==> src/rtl/idct_pkg.sv <==
// Shared definitions for the 2-D IDCT controller: word and block sizes,
// the controller state encoding and the level-shift constants.
// The level-shift option is selected with the macro IDCT_CTRL_LEVEL_SHIFT_EN.
package idct_pkg;

    localparam int W           = 32;   // coefficient / sample word width
    localparam int N           = 8;    // points per 1-D transform
    localparam int LEVEL_SHIFT = 128;  // offset added to each output word when level shift is on
    localparam int PIX_MAX     = 255;  // upper clamp of a level-shifted word

    typedef enum logic [1:0] {
        ST_IDLE  = 2'd0,
        ST_ROW   = 2'd1,
        ST_COL   = 2'd2,
        ST_DRAIN = 2'd3
    } state_e;

endpackage

==> src/rtl/idct_tbuf.sv <==
// N x N transpose buffer: a whole row is written per cycle, a whole column
// is read combinationally. Contents are deliberately not reset; the
// controller always rewrites every row before any column is read out.
module idct_tbuf
#(
    parameter int W = 32,
    parameter int N = 8
)
(
    input  logic                   clk,
    input  logic                   wr_en_i,
    input  logic [$clog2(N)-1:0]   wr_row_i,
    input  logic [N*W-1:0]         wr_data_i,
    input  logic [$clog2(N)-1:0]   rd_col_i,
    output logic [N*W-1:0]         rd_data_o
);

    import idct_pkg::*;

    logic [W-1:0] mem_q [N][N];

    // Row write: word k of the incoming vector lands in column k of the selected row.
    always_ff @(posedge clk) begin
        if (wr_en_i) begin
            for (int k = 0; k < N; k++) begin
                mem_q[wr_row_i][k] <= wr_data_i[k*W +: W];
            end
        end
    end

    // Column read: word k of the output vector is row k of the selected column.
    always_comb begin
        rd_data_o = '0;
        for (int k = 0; k < N; k++) begin
            rd_data_o[k*W +: W] = mem_q[k][rd_col_i];
        end
    end

endmodule

==> src/rtl/idct_2d_ctrl.sv <==
// Row/column controller for a 2-D IDCT built around one external
// combinational 1-D datapath. Rows are transformed on the way into a
// transpose buffer; columns are then read back, transformed again and
// handed out one per valid/ready handshake.
// Optional feature: define IDCT_CTRL_LEVEL_SHIFT_EN to add 128 to each
// output word and clamp it to [0,255].
//
// state    | meaning
// ---------+-----------------------------------------------------------
// ST_IDLE  | waiting for row 0 of a new block, in_ready=1
// ST_ROW   | accepting rows 1..N-1, each transformed into the buffer
// ST_COL   | transforming buffer column cnt, result registered to out_col
// ST_DRAIN | holding out_col/out_valid until the consumer takes it
module idct_2d_ctrl
#(
    parameter int W = idct_pkg::W,
    parameter int N = idct_pkg::N
)
(
    input  logic           clk,
    input  logic           rst_n,
    input  logic           in_valid,
    output logic           in_ready,
    input  logic [N*W-1:0] in_row,
    output logic [N*W-1:0] dp_in,
    input  logic [N*W-1:0] dp_out,
    output logic           out_valid,
    input  logic           out_ready,
    output logic [N*W-1:0] out_col,
    output logic           busy
);

    import idct_pkg::*;

    localparam int             CW       = $clog2(N);
    localparam logic [CW-1:0]  CNT_LAST = CW'(N - 1);

    state_e          state_q, state_d;
    logic [CW-1:0]   cnt_q, cnt_d;
    logic            out_valid_q, out_valid_d;
    logic [N*W-1:0]  out_col_q, out_col_d;
    logic            wr_en;
    logic [CW-1:0]   wr_row;
    logic [N*W-1:0]  col_rd;
    logic [N*W-1:0]  col_res;

    idct_tbuf #(.W(W), .N(N)) u_tbuf (
        .clk       (clk),
        .wr_en_i   (wr_en),
        .wr_row_i  (wr_row),
        .wr_data_i (dp_out),
        .rd_col_i  (cnt_q),
        .rd_data_o (col_rd)
    );

    // Datapath operand: the incoming row while loading, the buffered column while reading out.
    assign dp_in    = (state_q == ST_COL) ? col_rd : in_row;
    assign in_ready = (state_q == ST_IDLE) || (state_q == ST_ROW);
    assign busy     = (state_q != ST_IDLE);
    assign out_valid = out_valid_q;
    assign out_col   = out_col_q;

`ifdef IDCT_CTRL_LEVEL_SHIFT_EN
    function automatic logic [W-1:0] shift_word(input logic [W-1:0] x);
        logic signed [W:0] s;
        s = $signed({x[W-1], x}) + $signed((W+1)'(LEVEL_SHIFT));
        if (s < 0)
            return '0;
        else if (s > $signed((W+1)'(PIX_MAX)))
            return W'(PIX_MAX);
        else
            return s[W-1:0];
    endfunction

    // Level-shift and clamp every word of the column result.
    always_comb begin
        col_res = '0;
        for (int k = 0; k < N; k++) begin
            col_res[k*W +: W] = shift_word(dp_out[k*W +: W]);
        end
    end
`else
    // Column result passes through unmodified.
    always_comb begin
        col_res = dp_out;
    end
`endif

    // Next-state, counter and output-register logic.
    always_comb begin
        state_d     = state_q;
        cnt_d       = cnt_q;
        out_valid_d = out_valid_q;
        out_col_d   = out_col_q;
        wr_en       = 1'b0;
        wr_row      = cnt_q;
        case (state_q)
            ST_IDLE: begin
                if (in_valid) begin
                    wr_en   = 1'b1;
                    wr_row  = '0;
                    cnt_d   = CW'(1);
                    state_d = ST_ROW;
                end
            end
            ST_ROW: begin
                if (in_valid) begin
                    wr_en = 1'b1;
                    if (cnt_q == CNT_LAST) begin
                        cnt_d   = '0;
                        state_d = ST_COL;
                    end else begin
                        cnt_d = cnt_q + CW'(1);
                    end
                end
            end
            ST_COL: begin
                out_col_d   = col_res;
                out_valid_d = 1'b1;
                state_d     = ST_DRAIN;
            end
            ST_DRAIN: begin
                if (out_ready) begin
                    out_valid_d = 1'b0;
                    if (cnt_q == CNT_LAST) begin
                        cnt_d   = '0;
                        state_d = ST_IDLE;
                    end else begin
                        cnt_d   = cnt_q + CW'(1);
                        state_d = ST_COL;
                    end
                end
            end
            default: begin
                state_d = ST_IDLE;
                cnt_d   = '0;
            end
        endcase
    end

    // State and output registers with synchronous active-low reset.
    always_ff @(posedge clk) begin
        if (!rst_n) begin
            state_q     <= ST_IDLE;
            cnt_q       <= '0;
            out_valid_q <= 1'b0;
            out_col_q   <= '0;
        end else begin
            state_q     <= state_d;
            cnt_q       <= cnt_d;
            out_valid_q <= out_valid_d;
            out_col_q   <= out_col_d;
        end
    end

endmodule

==> config.mk <==
export PLATFORM = sky130hd
export DESIGN_NAME = idct_2d_ctrl
export DESIGN_NICKNAME = d
export VERILOG_FILES = /design/src/rtl/idct_pkg.sv /design/src/rtl/idct_tbuf.sv /design/src/rtl/idct_2d_ctrl.sv
export SDC_FILE = /design/constraint.sdc
export NUM_CORES = 2
export LEC_CHECK = 0
export ABC_CLOCK_PERIOD_IN_PS = 29300
export BUFFER_PORTS_ARGS = -buffer_cell sky130_fd_sc_hd__buf_4
export CAP_MARGIN = 5
export CORE_MARGIN = 8
export CORE_UTILIZATION = 58
export DETAILED_ROUTE_END_ITERATION = 12
export HOLD_SLACK_MARGIN = 0.03
export PLACE_DENSITY = 0.84
export SLEW_MARGIN = 10
export SYNTH_ARGS = -nofsm -noshare
export SYNTH_HDL_FRONTEND = slang
export SYNTH_SLANG_ARGS = --single-unit
==> constraint.sdc <==
create_clock -name clk -period 29.3 [get_ports clk]
set_input_delay 4.395 -clock clk [delete_from_list [all_inputs] [get_ports clk]]
set_output_delay 4.395 -clock clk [all_outputs]
set_load 0.02 [all_outputs]
## Word level (Yosys, flattened, before mapping)

Memories as Yosys holds them, arrays and structs flattened.
Index checks and enable logic that the tools add are counted.

| operators by class | value |
|---|---|
| add/sub/neg operators | 1 |
| order comparisons | 1 |
| eq/ne operators | 8 |
| multiplexer cells | 44 |
| bitwise logic cells | 1 |
| reductions and logical operators | 9 |

Operators by type and width:

| operator | count |
|---|---|
| $bmux W32 S3 | 8 |
| $mux W32 | 16 |
| $mux W256 | 1 |
| $mux W3 | 6 |
| $mux W2 | 5 |
| $pmux W3 S3 | 1 |
| $pmux W2 S4 | 1 |
| $reduce_and A4 Y1 | 2 |
| $ne A2 B2 Y1 const B | 3 |
| $mux W1 | 5 |
| $eq A2 B2 Y1 const B | 2 |
| $ge A4 B4 Y1 const B | 1 |
| $not A3 Y4 | 1 |
| $reduce_bool A2 Y1 | 2 |
| $add A3 B1 Y3 const B | 1 |
| $eq A3 B3 Y1 const B | 1 |
| $reduce_bool A3 Y1 | 1 |
| $eq A2 B1 Y1 const B | 1 |
| $logic_not A2 Y1 | 1 |
| $ne A2 B1 Y1 const B | 1 |
| $pmux W1 S2 | 1 |
| $reduce_and A2 Y1 | 1 |
| $reduce_or A2 Y1 | 1 |
| $logic_or A1 B1 Y1 | 1 |

| word-level totals | value |
|---|---|
| flip-flop bits (word level) | 262 |
| RAM bits | 2,048 |
| input bits | 516 |
| logic and storage cells | 69 |
| memories kept | 1 |

Memory list:

| name | depth | width | read ports | clocked after Yosys merged registers in | wr ports | line | RTL |
|---|---|---|---|---|---|---|---|
| u_tbuf.mem_q | 8 | 256 | 8 | 0 | 1 | idct_tbuf.sv:20 | `logic [W-1:0] mem_q [N][N];` |

## Logic depth before layout (Yosys ltp)

| depth | value |
|---|---|
| word-level depth | 5 |
| gate-level depth with buffers | 7 |
| mapped depth without buffers | 5 |

## Modules after synthesis

A second synthesis with hierarchy kept.

| second synthesis, totals | value |
|---|---|
| cell total of the unflattened synthesis | 4,952 |
| area, all modules | 89,885.0 um2 |

Modules (own cells, without submodules):

| module | instances | cells an instance | area each (um2) | seq. area each (um2) |
|---|---|---|---|---|
| idct_tbuf | 1 | 2,971 | 76,923.8 | 61,499.0 |
| idct_2d_ctrl | 1 | 1,981 | 12,961.2 | 5,245.0 |

## Least setup slack after synthesis

No wires, ideal clock.

| path | value |
|---|---|
| path kind | input to register |
| from | input in_valid |
| to | memory u_tbuf.mem_q[4][0] (netlist name), enable pin |
| setup time | 1.186 ns |
| arrival time | 21.935 ns |
| data required time | 28.114 ns |
| path slack | 6.179 ns |
| cell stages on the path | 3 |
| path buffers | 0 |
| path through | nor2b_1 nand3_1 nor3_1 |

| on the way | value |
|---|---|
| cells in the longest elaborated chain, start to end | 4 |
| elaborated cells between the ends (all ways) | 6 |
| those cells by class | 6 x mux |

Ends and longest elaborated chain:

| element | line | RTL |
|---|---|---|
| start: declaration | idct_2d_ctrl.sv:22 | `input logic in_valid,` |
| $mux W1 | idct_2d_ctrl.sv:99, idct_2d_ctrl.sv:107 |  |
| $mux W1 | -- |  |
| $mux W1 | idct_tbuf.sv:24 | `if (wr_en_i) begin` |
| $mux W1 (not written as such) | idct_tbuf.sv:26 | `mem_q[wr_row_i][k] <= wr_data_i[k*W +: W];` |
| end: declaration | idct_tbuf.sv:20 |  |

Parallel ways exist; a longest one is shown, timed or not.

## Worst setup path after layout

| path | value |
|---|---|
| from | register cnt_q[0] |
| to | output dp_in[221] |

| on the way | value |
|---|---|
| cells in the longest elaborated chain, start to end | 5 |

Ends and longest elaborated chain:

| element | line | RTL |
|---|---|---|
| start: declaration | idct_2d_ctrl.sv:39 | `logic [CW-1:0] cnt_q, cnt_d;` |
| start signal: assignment | idct_2d_ctrl.sv:150 | `cnt_q <= cnt_d;` |
| $not A3 Y4 (not written as such) | idct_tbuf.sv:35 | `rd_data_o[k*W +: W] = mem_q[k][rd_col_i];` |
| $bmux W32 S3 | idct_tbuf.sv:35 |  |
| $mux W32 (not written as such) (2 in series) | idct_tbuf.sv:35 |  |
| $mux W256 | idct_2d_ctrl.sv:57 | `assign dp_in = (state_q == ST_COL) ? col_rd : in_row;` |
| end: declaration | idct_2d_ctrl.sv:25 | `output logic [N*W-1:0] dp_in,` |

Every way passes these cells. The select of a mux whose other input is x is not followed.

==> flow_summary.json <==
{
  "path_common_cell": "buf_4",
  "ys_seq_area_share_pct": 74.14,
  "cts_max_level": 4,
  "clock_latency_ps": 860,
  "row_count": 144,
  "die_y_um": 410.0,
  "yosys_warnings": 0,
  "worst_hold_slack_ps": 454.3,
  "hold_viol_final": 0,
  "final_nets": 6940,
  "vias": 55866,
  "cts_buffers": 215,
  "ant_nets": 0,
  "grt_usage_pct": 30.50,
  "leakagePower_nw": 36.93,
  "fin_util_pct": 69.03,
  "synth_cell_type_count": 37,
  "maxSlewViolCount": 0,
  "syn-cell-area_mm2": 0.09002,
  "gr-total-overflow": 0,
  "nFillCells": 9441,
  "grt_pass1_vias": 55223,
  "routed_wl_um": 271100,
  "path_max_fanout": 168,
  "synth-edff-count": 2048,
  "synthCells": 5469,
  "ios": 1031,
  "startpoint_type": "flip-flop",
  "crit_type": "reg -> out",
  "place_area_mm2": 0.09924,
  "drc": 0,
  "grt_max_degree": 169,
  "first_iter_violations": 7216,
  "p_per_area_mw_per_mm2": 64.22,
  "path_buf_inv": 6,
  "final-setup-viol-count": 0,
  "antenna_found_initial": 45,
  "wire_per_inst_um": 31.19,
  "start_util_pct": 58.44,
  "rsz0062_at_grt": "no",
  "place_congestion": 0.9087,
  "path_cells": "buf_4, buf_12, buf_12, buf_4, buf_4, mux2i_1, a22o_1, o31ai_2, buf_4",
  "holdCritStartpoint": "out_col[100]",
  "synth.avg_cell_area_um2": 16.46,
  "path_clk_slew_ps": 60,
  "power_mw": 6.829,
  "root_buffer": "clkbuf_16",
  "via_per_inst": 6.428,
  "r2r_cells": 6,
  "synthArstFlopShare_pct": 0,
  "numClockSinks": 2310,
  "endpoint_kind": "output port",
  "die_w_um": 410.0,
  "syn-num-nets": 5987,
  "slowest_stage": "buf_4",
  "cts_setup_buffers": 0,
  "critical_path_required_ps": 24900,
  "hold_path_depth": 2,
  "fmax_mhz": 85.78,
  "status": "completed",
  "ctsLongestPathBuffers": 3,
  "grt_pass1_wl_um": 378900,
  "max_slew_margin_pct": 12.95,
  "fin_crit_ps": 11660,
  "dp_hpwl_um": 171600,
  "reg2reg_from": "cnt_q[1]",
  "hold_buffers": 0,
  "cpPeakStageDelay_ps": 880,
  "finish.instance_area_mm2": 0.1063,
  "portBuffers": 1030,
  "hp-class": "reg -> reg",
  "setup_tns_ps": 0,
  "dieArea_mm2": 0.1681,
  "max-cap-violations": 0,
  "fin_crit_sh_pct": 39.79,
  "ys_ff_latch": 2310,
  "arrival_ps": 7260,
  "cts_resized": 0,
  "core_area_mm2": 0.1540,
  "ir_drop_mv": 0.06118,
  "cp.depth": 9,
  "crit_family": "buffers and inverters",
  "synth_flop_cell": "edfxtp_1",
  "drive_above_1_share_pct": 30.15,
  "dr.pass1.iters": 6,
  "worstMarginPinSlew_ps": 1306,
  "cp-startpoint": "cnt_q[0]",
  "fin_worst_skew_ps": 70.57,
  "area_delta_synth_final_pct": 18.13,
  "cts_tree": "done"
}
-- power breakdown --
group | total [mW] | switching, mW | internal [mW]
Clock | 2.77 | 1.23 | 1.55
Sequential | 3.63 | 0.0121 | 3.62
Combinational | 0.426 | 0.262 | 0.164
Total | 6.83 | 1.50 | 5.33
-- stage by stage --
step           instances  setup slack [ps]
3_3_place_gp        8249             18710
2_1_floorplan       5469              6179
6_report            8691             17640
3_5_place_dp        8249             18730
4_1_cts             8655             17850
5_1_grt             8689             17560
-- worst register-to-register path, cell delays in order (launching register included) --
cell and delay [ps]:
dfxtp_4 800, buf_4 970, nand2_1 390, nor2_4 680
buf_4 660, buf_4 880, buf_4 990
-- synthesized netlist by cell type, types with 13 or more instances --
master,number,area (um^2)
mux2_2,432,4865
buf_2,143,715.7
buf_6,13,146.4
o22ai_1,216,1351
a21oi_1,263,1316
o31ai_2,82,1026
o31ai_1,134,1006
clkbuf_1,150,563.0
o22a_1,40,350.3
nand2_1,737,2766
dfxtp_1,262,5245
a22o_1,216,1892
o221ai_1,40,350.3
buf_4,39,292.8
mux4_2,40,900.9
mux2i_1,512,5125
nor2b_1,45,281.5
edfxtp_1,2048,61500
buf_1,15,56.30
-- layer usage --
layer  global-route usage (%)  up-vias  part of all wire, %
li1                         -    23213                    -
met1                    38.14    27995                   34
met2                    49.11     3924                   48
met3                    7.800      732                   11
met4                    16.43        2                  6.0
met5                        0        -               0.0048
-- cells by family (layout without fill, tap and decap cells) --
logic type / count (synthesis) / count (layout) / synth area share (%)
mux: 984 / 984 / 12.10
fa+ha+maj: 2 / 2 / 0.02779
other cells: 0 / 36 / 0
compound gates: 997 / 997 / 8.145
simple gates: 806 / 806 / 3.522
buf+inv: 370 / 1512 / 2.064
flops: 2310 / 2310 / 74.14
-- cells in the final DEF, fill, tap and decap left out, types with 42 or more instances in the layout --
| master | instances |
|---|---|
| o31ai_1 | 134 |
| clkinv_2 | 46 |
| nor2b_1 | 42 |
| nand2_1 | 736 |
| mux2_2 | 432 |
| clkinv_1 | 45 |
| buf_4 | 1097 |
| clkbuf_16 | 216 |
| edfxtp_1 | 2048 |
| clkbuf_1 | 48 |
| mux2i_1 | 512 |
| o22ai_1 | 216 |
| o31ai_2 | 82 |
| a22o_1 | 216 |
| dfxtp_1 | 259 |
| a21oi_1 | 262 |
-- registers in the layout, indices dropped and copies added, names as in the netlist --
register / cells
u_tbuf.mem_q: 2048
out_col: 256
cnt_q: 3
state_q: 2
out_valid: 1
-- layout make-up --
| class | instances | area (um^2) | area share (%) |
|---|---|---|---|
| well taps | 2044 | 2557 | 2.405 |
| diodes | 36 | 90.09 | 0.08472 |
| inverters | 3 | 18.77 | 0.01765 |
| multi-input cells | 2789 | 21550 | 20.27 |
| clock inverters | 131 | 1275 | 1.199 |
| clock buffers | 275 | 5737 | 5.395 |
| flip-flops and latches | 2310 | 66750 | 62.77 |
| repair buffers | 1103 | 8356 | 7.858 |
-- final timing paths --
| kind | end | slack [ps] |
|---|---|---|
| max | dp_in[221] | 17640 |
| min | out_col[100] | 450 |
| max reg2reg | u_tbuf.mem_q[7][213] | 23520 |
| min reg2reg | out_col[100] | 450 |
No activity file was read; power rests on OpenSTA's default activity.
